[config.mk]
export PLATFORM = sky130hd
export DESIGN_NAME = mem_lsu
export DESIGN_NICKNAME = d
export VERILOG_FILES = /design/src/rtl/mem_lsu_pkg.sv /design/src/rtl/mem_lsu_fmt.sv /design/src/rtl/mem_lsu.sv
export SDC_FILE = /design/constraint.sdc
export NUM_CORES = 1
export LEC_CHECK = 0
export ABC_AREA = 1
export BUFFER_PORTS_ARGS = -buffer_cell sky130_fd_sc_hd__buf_2
export CORE_AREA = 2 2 110 112
export CTS_CLUSTER_SIZE = 30
export DETAILED_ROUTE_END_ITERATION = 8
export DIE_AREA = 0 0 112 114
export PLACE_DENSITY = 0.67
export SYNTH_ARGS = -nofsm -noshare
export SYNTH_HDL_FRONTEND = slang
export SYNTH_HIERARCHICAL = 1
export SYNTH_SLANG_ARGS = --single-unit
[constraint.sdc]
create_clock -name clk_i -period 2.2 [get_ports clk_i]
set_input_delay 0.11 -clock clk_i [delete_from_list [all_inputs] [get_ports clk_i]]
set_output_delay 0.11 -clock clk_i [all_outputs]
set_load 0.01 [all_outputs]
[src/rtl/mem_lsu_pkg.sv]
// Shared definitions for the memory-stage load/store unit:
// op codes, exception causes, FSM states and decode helpers.
package mem_lsu_pkg;

  localparam logic [3:0] MEM_NOP = 4'd0;
  localparam logic [3:0] MEM_LB  = 4'd1;
  localparam logic [3:0] MEM_LH  = 4'd2;
  localparam logic [3:0] MEM_LW  = 4'd3;
  localparam logic [3:0] MEM_LBU = 4'd4;
  localparam logic [3:0] MEM_LHU = 4'd5;
  localparam logic [3:0] MEM_SB  = 4'd6;
  localparam logic [3:0] MEM_SH  = 4'd7;
  localparam logic [3:0] MEM_SW  = 4'd8;

  localparam logic [31:0] EXC_LOAD_MISALIGN  = 32'd4;
  localparam logic [31:0] EXC_LOAD_FAULT     = 32'd5;
  localparam logic [31:0] EXC_STORE_MISALIGN = 32'd6;
  localparam logic [31:0] EXC_STORE_FAULT    = 32'd7;

  localparam logic [31:0] ZERO     = 32'd0;
  localparam logic [4:0]  ZERO_REG = 5'd0;

  typedef enum logic [1:0] {
    LSU_IDLE,
    LSU_REQ,
    LSU_RESP
  } lsu_state_e;

  function automatic logic is_load(input logic [3:0] op);
    return (op >= MEM_LB) && (op <= MEM_LHU);
  endfunction

  function automatic logic is_store(input logic [3:0] op);
    return (op >= MEM_SB) && (op <= MEM_SW);
  endfunction

endpackage

[src/rtl/mem_lsu_fmt.sv]
// Byte-lane formatting for the load/store unit: store lane
// replication and byte enables, load extract and extension.
module mem_lsu_fmt
  import mem_lsu_pkg::*;
(
  input  logic [3:0]  i_op,
  input  logic [1:0]  i_off,
  input  logic [31:0] i_sdata,
  input  logic [31:0] i_rdata,
  output logic [3:0]  o_be,
  output logic [31:0] o_wdata,
  output logic [31:0] o_ldata
);

  logic [15:0] w_sh;

  assign w_sh = 16'(i_rdata >> {i_off, 3'b000});

  // Decode op into lane enables, store data and load data
  always_comb begin
    o_be    = 4'h0;
    o_wdata = i_sdata;
    o_ldata = i_rdata;
    case (i_op)
      MEM_LB: begin
        o_be    = 4'hF;
        o_ldata = {{24{w_sh[7]}}, w_sh[7:0]};
      end
      MEM_LH: begin
        o_be    = 4'hF;
        o_ldata = {{16{w_sh[15]}}, w_sh};
      end
      MEM_LW: begin
        o_be    = 4'hF;
      end
      MEM_LBU: begin
        o_be    = 4'hF;
        o_ldata = {24'd0, w_sh[7:0]};
      end
      MEM_LHU: begin
        o_be    = 4'hF;
        o_ldata = {16'd0, w_sh};
      end
      MEM_SB: begin
        o_be    = 4'b0001 << i_off;
        o_wdata = {4{i_sdata[7:0]}};
      end
      MEM_SH: begin
        o_be    = 4'b0011 << i_off;
        o_wdata = {2{i_sdata[15:0]}};
      end
      MEM_SW: begin
        o_be    = 4'hF;
      end
      default: begin
        o_be    = 4'h0;
      end
    endcase
  end

endmodule

[src/rtl/mem_lsu.sv]
// Memory-stage load/store unit: bus handshake FSM, timeout, stall.
// Optional MEM_MISALIGN_TRAP_EN traps misaligned accesses.
module mem_lsu
  import mem_lsu_pkg::*;
#(
  parameter int ADDR_WIDTH     = 32,
  parameter int DATA_WIDTH     = 32,
  parameter int RADDR_WIDTH    = 5,
  parameter int TIMEOUT_CYCLES = 255
) (
  input  logic                   clk_i,
  input  logic                   rst_i,
  input  logic [RADDR_WIDTH-1:0] reg_waddr_i,
  input  logic                   reg_we_i,
  input  logic [DATA_WIDTH-1:0]  reg_wdata_i,
  input  logic [ADDR_WIDTH-1:0]  mem_addr_i,
  input  logic [DATA_WIDTH-1:0]  mem_data_i,
  input  logic [3:0]             mem_op_i,
  input  logic                   mem_we_i,
  input  logic                   flush_int_i,
  output logic [RADDR_WIDTH-1:0] reg_waddr_o,
  output logic                   reg_we_o,
  output logic [DATA_WIDTH-1:0]  reg_wdata_o,
  output logic                   stall_o,
  output logic [DATA_WIDTH-1:0]  exception_o,
  output logic                   bus_req_o,
  output logic                   bus_we_o,
  output logic [ADDR_WIDTH-1:0]  bus_addr_o,
  output logic [DATA_WIDTH-1:0]  bus_wdata_o,
  output logic [3:0]             bus_be_o,
  input  logic                   bus_gnt_i,
  input  logic                   bus_rvalid_i,
  input  logic [DATA_WIDTH-1:0]  bus_rdata_i,
  input  logic                   bus_err_i
);

  localparam logic [7:0] TMO = 8'(TIMEOUT_CYCLES);

  lsu_state_e r_state;
  logic [7:0] r_cnt;
  logic       r_flushed;

  logic                  w_load;
  logic                  w_store;
  logic                  w_half;
  logic                  w_word;
  logic                  w_trap;
  logic                  w_go;
  logic                  w_tmo;
  logic                  w_kill;
  logic [1:0]            w_off;
  logic [3:0]            w_be;
  logic [31:0]           w_wdata;
  logic [31:0]           w_ldata;
  logic [ADDR_WIDTH-1:0] w_baddr;
  logic [DATA_WIDTH-1:0] w_fault;
  logic [DATA_WIDTH-1:0] w_misexc;

  assign w_load  = is_load(mem_op_i);
  assign w_store = is_store(mem_op_i);
  assign w_half  = (mem_op_i == MEM_LH) |
                   (mem_op_i == MEM_LHU) |
                   (mem_op_i == MEM_SH);
  assign w_word  = (mem_op_i == MEM_LW) |
                   (mem_op_i == MEM_SW);

`ifdef MEM_MISALIGN_TRAP_EN
  assign w_trap = (w_half & mem_addr_i[0]) |
                  (w_word & (|mem_addr_i[1:0]));
  assign w_off  = mem_addr_i[1:0];
`else
  assign w_trap = 1'b0;
  assign w_off  = w_word ? 2'b00 :
                  w_half ? {mem_addr_i[1], 1'b0} :
                           mem_addr_i[1:0];
`endif

  assign w_go     = (w_load | w_store) & ~w_trap;
  assign w_tmo    = (r_cnt == TMO);
  assign w_kill   = r_flushed | flush_int_i;
  assign w_baddr  = {mem_addr_i[ADDR_WIDTH-1:2], 2'b00};
  assign w_fault  = w_load ? DATA_WIDTH'(EXC_LOAD_FAULT)
                           : DATA_WIDTH'(EXC_STORE_FAULT);
  assign w_misexc = w_load ? DATA_WIDTH'(EXC_LOAD_MISALIGN)
                           : DATA_WIDTH'(EXC_STORE_MISALIGN);

  mem_lsu_fmt u_fmt (
    .i_op    (mem_op_i),
    .i_off   (w_off),
    .i_sdata (mem_data_i),
    .i_rdata (bus_rdata_i),
    .o_be    (w_be),
    .o_wdata (w_wdata),
    .o_ldata (w_ldata)
  );

  // Handshake FSM with timeout counter and flush memory
  always_ff @(posedge clk_i) begin
    if (rst_i) begin
      r_state   <= LSU_IDLE;
      r_cnt     <= 8'd0;
      r_flushed <= 1'b0;
    end else begin
      unique case (r_state)
        LSU_IDLE: begin
          r_cnt     <= 8'd0;
          r_flushed <= 1'b0;
          if (!flush_int_i && w_go)
            r_state <= bus_gnt_i ? LSU_RESP : LSU_REQ;
        end
        LSU_REQ: begin
          if (flush_int_i || w_tmo) begin
            r_state <= LSU_IDLE;
            r_cnt   <= 8'd0;
          end else begin
            r_cnt <= r_cnt + 8'd1;
            if (bus_gnt_i)
              r_state <= LSU_RESP;
          end
        end
        LSU_RESP: begin
          if (bus_rvalid_i || w_tmo) begin
            r_state   <= LSU_IDLE;
            r_cnt     <= 8'd0;
            r_flushed <= 1'b0;
          end else begin
            r_cnt <= r_cnt + 8'd1;
            if (flush_int_i)
              r_flushed <= 1'b1;
          end
        end
        default: begin
          r_state <= LSU_IDLE;
          r_cnt   <= 8'd0;
        end
      endcase
    end
  end

  // Bus request, stall, writeback and exception outputs
  always_comb begin
    reg_waddr_o = reg_waddr_i;
    reg_we_o    = 1'b0;
    reg_wdata_o = reg_wdata_i;
    stall_o     = 1'b0;
    exception_o = '0;
    bus_req_o   = 1'b0;
    bus_we_o    = 1'b0;
    bus_addr_o  = w_baddr;
    bus_wdata_o = w_wdata;
    bus_be_o    = w_be;
    if (rst_i) begin
      reg_waddr_o = '0;
      reg_wdata_o = '0;
      bus_addr_o  = '0;
      bus_wdata_o = '0;
      bus_be_o    = 4'h0;
    end else begin
      unique case (r_state)
        LSU_IDLE: begin
          if (!flush_int_i) begin
            if (w_trap) begin
              exception_o = w_misexc;
            end else if (w_go) begin
              bus_req_o = 1'b1;
              stall_o   = 1'b1;
            end else begin
              reg_we_o = reg_we_i;
            end
          end
        end
        LSU_REQ: begin
          if (!flush_int_i) begin
            if (w_tmo) begin
              exception_o = w_fault;
            end else begin
              bus_req_o = 1'b1;
              stall_o   = 1'b1;
            end
          end
        end
        LSU_RESP: begin
          if (bus_rvalid_i) begin
            if (!w_kill) begin
              if (bus_err_i) begin
                exception_o = w_fault;
              end else if (w_load) begin
                reg_we_o    = reg_we_i;
                reg_wdata_o = w_ldata;
              end
            end
          end else if (w_tmo) begin
            if (!w_kill)
              exception_o = w_fault;
          end else begin
            stall_o = 1'b1;
          end
        end
        default: begin
          stall_o = 1'b0;
        end
      endcase
      bus_we_o = bus_req_o & mem_we_i;
    end
  end

endmodule

==> results.yml <==
outcome:
  outcome: "complete, no violations"
clock_network:
  ctsHoldBuffers: 0
  cts_root_buf: "clkbuf_16"
  cts_tree: "built"
  clock_latency_ps: 230
  cts_buffers: 3
  cts_buffer_depth: 2
  htree_num_levels: 1
  clkTransAtPathRegs_ps: 40
  cts_sinks: 11
synthesis:
  synth_area_um2: 3760
  yosys_most_used_dff: "dfxtp_1"
  synth_edf_count: 0
  synthTopCellsByArea: "nand2_1, nor2_1, inv_1"
  synthCells: 735
  synth_top_area_cell: "nand2_1"
  ys_warn_count: 6
  syn_area_per_cell_um2: 5.115
  synth_seq_cells: 11
  synth_commonest_cells: "nand2_1, nor2_1, inv_1, o21ai_0, buf_4"
  synth.top_cell.area_share_pct: 18.87
  synth.distinct_cells: 38
  yosysMostFrequentCell: "nand2_1"
  async_reset_ff_share_pct: 0
  seq_area_frac_synth_pct: 5.857
pwr:
  power_w: 0.001657
  intPower_w: 0.0009065
  combPwrFrac_pct: 66.8
  pwr-share-seq_pct: 13.8
  p_per_area_nw_per_um2: 303.4
  irDropWorstVdd_mv: 0.4388
  leakage_nw: 3.465
  swShare_pct: 45.31
  pwr-share-clk_pct: 19.4
  p_sw_w: 0.0007509
finish:
  nFillCells: 1301
  final_area_um2: 5463
  layout.nets: 1138
  layout-drive-gt1-share_pct: 36.78
  n_antenna_cell: 0
  multiInputGateArea_um2: 2904
  area_growth_pct: 45.29
  ff_latch_area_um2: 220.2
die:
  core_um2: 11710
  dieArea_um2: 12770
  die_w_um: 112
  io_pins: 286
  initial_utilization_pct: 32.10
  core.rowCount: 40
  die_y_um: 114
sta:
  hold_viol: 0
  finalCritPeriodShare_pct: 96.99
  final_max_slew_viol_count: 0
  maxSlewHeadroom_pct: 52.72
  final.setup_skew_ps: 1.470
  setup_viol_count_final: 0
  tns_ps: 0
  min_period_ps: 2134
  worst_slew_pin_slew_ps: 709.2
  fmax_ghz: 0.4687
drt:
  drtIter0Drc: 411
  vias_per_cell: 4.731
  dr.pass1.iters: 5
  num_vias: 5365
  postRouteAntennaNets: 0
  wl_per_cell_um: 13.15
  wirelength_um: 14910
  drcViolationCount: 0
critical_path:
  cp.required_ps: 2090
  reg2reg_slack_ps: 600
  ff2ff_path_depth: 8
  crit_cells: 14
  worstSetupStartpoint: "mem_op_i[0]"
  cp_max_fo: 7
  regToRegStartpoint: "r_cnt[0]$_SDFF_PP0_"
  endpoint: "reg_wdata_o[9]"
  critPathLaunchType: "primary input"
  arrival_ps: 2020
  r2r_end: "r_cnt[5]$_SDFF_PP0_"
  cp_num_buf_inv: 5
  worst-setup-path-type: "primary input to output pin"
  crit_top_cell: "buf_4"
  path_delay_family: "simple AND/OR/NAND/NOR gates"
  crit_chain: "buf_4 > buf_4 > o21ai_2 > a311oi_2 > buf_6 > buf_12 > nor2_4 > nand2_2 > nand3_4 > nand2_8 > nand3_2 > nor2_2 > nor2_1 > buf_2"
  crit_slowest_cell: "a311oi_2"
  slowest_delay_ps: 260
  worst_setup_path_end_kind: "output pin"
global_route:
  grt_antenna_before_repair: 2
  grt_pass1_wl_um: 22430
  grt.overflow.total: 0
  grt_pass1_vias: 4617
  grt_max_degree: 74
  grt_use_total_pct: 20.83
placed_design:
  gp_congestion: 0.9212
  io_buffers: 254
  hpwl_um: 11230
  placed_area_um2: 4982
hold_path:
  min_path_cells: 2
  hold_class: "primary input to flop"
job:
  cap_viol_max_count: 0
## flip-flops by register name (all words and copies together) (netlist names)
name / flops
r_flushed: 1
r_state: 2
r_cnt: 8
## worst min-delay path by stage
| stage | from | end |
|---|---|---|
| 3_5_place_dp | rst_i | r_state[1]$_SDFFE_PP0P_ |
| 2_1_floorplan | mem_addr_i[10] | bus_addr_o[10] |
| 3_3_place_gp | rst_i | r_state[1]$_SDFFE_PP0P_ |
| 4_1_cts | rst_i | r_state[1]$_SDFFE_PP0P_ |
| 6_report | rst_i | r_state[1]$_SDFFE_PP0P_ |
| 5_1_grt | rst_i | r_state[1]$_SDFFE_PP0P_ |
## per-layer routing
metal / routed length (µm) / track usage, % / share of wire, %
met1: 6166 / 28.17 / 41
met2: 7273 / 36.08 / 49
met5: 27 / 0 / 0.18
met3: 1210 / 2.497 / 8.1
met4: 229 / 3.984 / 1.5
## per-stage QoR
stage | hold WS [ps] | instances | setup WS (ps) | utilization, %
finish | 120.1 | 1134 | 66.24 | 46.65
global route | 133.6 | 1134 | -27.57 | 46.65
CTS | 116.6 | 1121 | 0.9768 | 43.96
detailed placement | 361.3 | 1112 | -157.6 | 42.54
global placement | 357.7 | 1112 | -111.9 | 42.54
floorplan | 303.2 | 765 | 437.0 | -
## power groups by stage
stage	logic [W]	clock network (W)	registers (W)
6_report	0.00111	0.000322	0.000228
5_1_grt	0.00123	0.000336	0.000230
4_1_cts	0.00103	0.000329	0.000228
3_5_place_dp	0.00101	0	0.000231
3_3_place_gp	0.00101	0	0.000230
2_1_floorplan	0.000672	0	0.000228
## cell type report
| class | instances | share of cell area (%) |
|---|---|---|
| Timing Repair Buffer | 292 | 30.87 |
| Multi-Input combinational cell | 579 | 53.16 |
| Inverter | 101 | 7.123 |
| Sequential cell | 11 | 4.031 |
| Tap cell | 147 | 3.367 |
| Clock buffer | 4 | 1.443 |
## timing repair
action | CTS | global route
gates cloned | 2 | 3
setup buffers | 3 | 11
endpoints found under the setup margin | 26 | 32
gates resized for setup | 5 | 40
pin swaps | 2 | 22
## logic make-up after synthesis
group                    share of synthesized area, %
flip-flops                                      5.857
AO/OA/AOI/OAI                                   10.25
other                                         0.09974
buffers and inverters                           24.76
XOR/XNOR                                       0.9320
adder cells (fa/ha/maj)                         1.664
AND/OR/NAND/NOR                                 56.44
## placed cells by master (no fill, tap or decap), types with 2 or more instances in the layout
cell type / synthesis / layout
buf_2: 13 / 250
nand2_1: 189 / 186
nor2_1: 162 / 152
inv_1: 92 / 92
o21ai_0: 57 / 55
nand4_1: 35 / 35
nand3_1: 38 / 32
conb_1: 1 / 31
buf_4: 41 / 29
nand3_2: 22 / 25
a21oi_1: 11 / 11
dfxtp_1: 11 / 11
nor2_2: 2 / 10
inv_2: 7 / 6
buf_6: 5 / 6
nand2_2: 2 / 5
ha_1: 5 / 5
clkbuf_16: 0 / 5
nand2_8: 0 / 5
buf_12: 3 / 5
nand3_4: 1 / 4
nor2_4: 1 / 3
a21oi_2: 2 / 2
xor2_1: 2 / 2
nor3b_1: 2 / 2
xnor2_1: 2 / 2
o21ai_1: 1 / 2
nor2_8: 2 / 2
(Power assumes the default switching activity.)
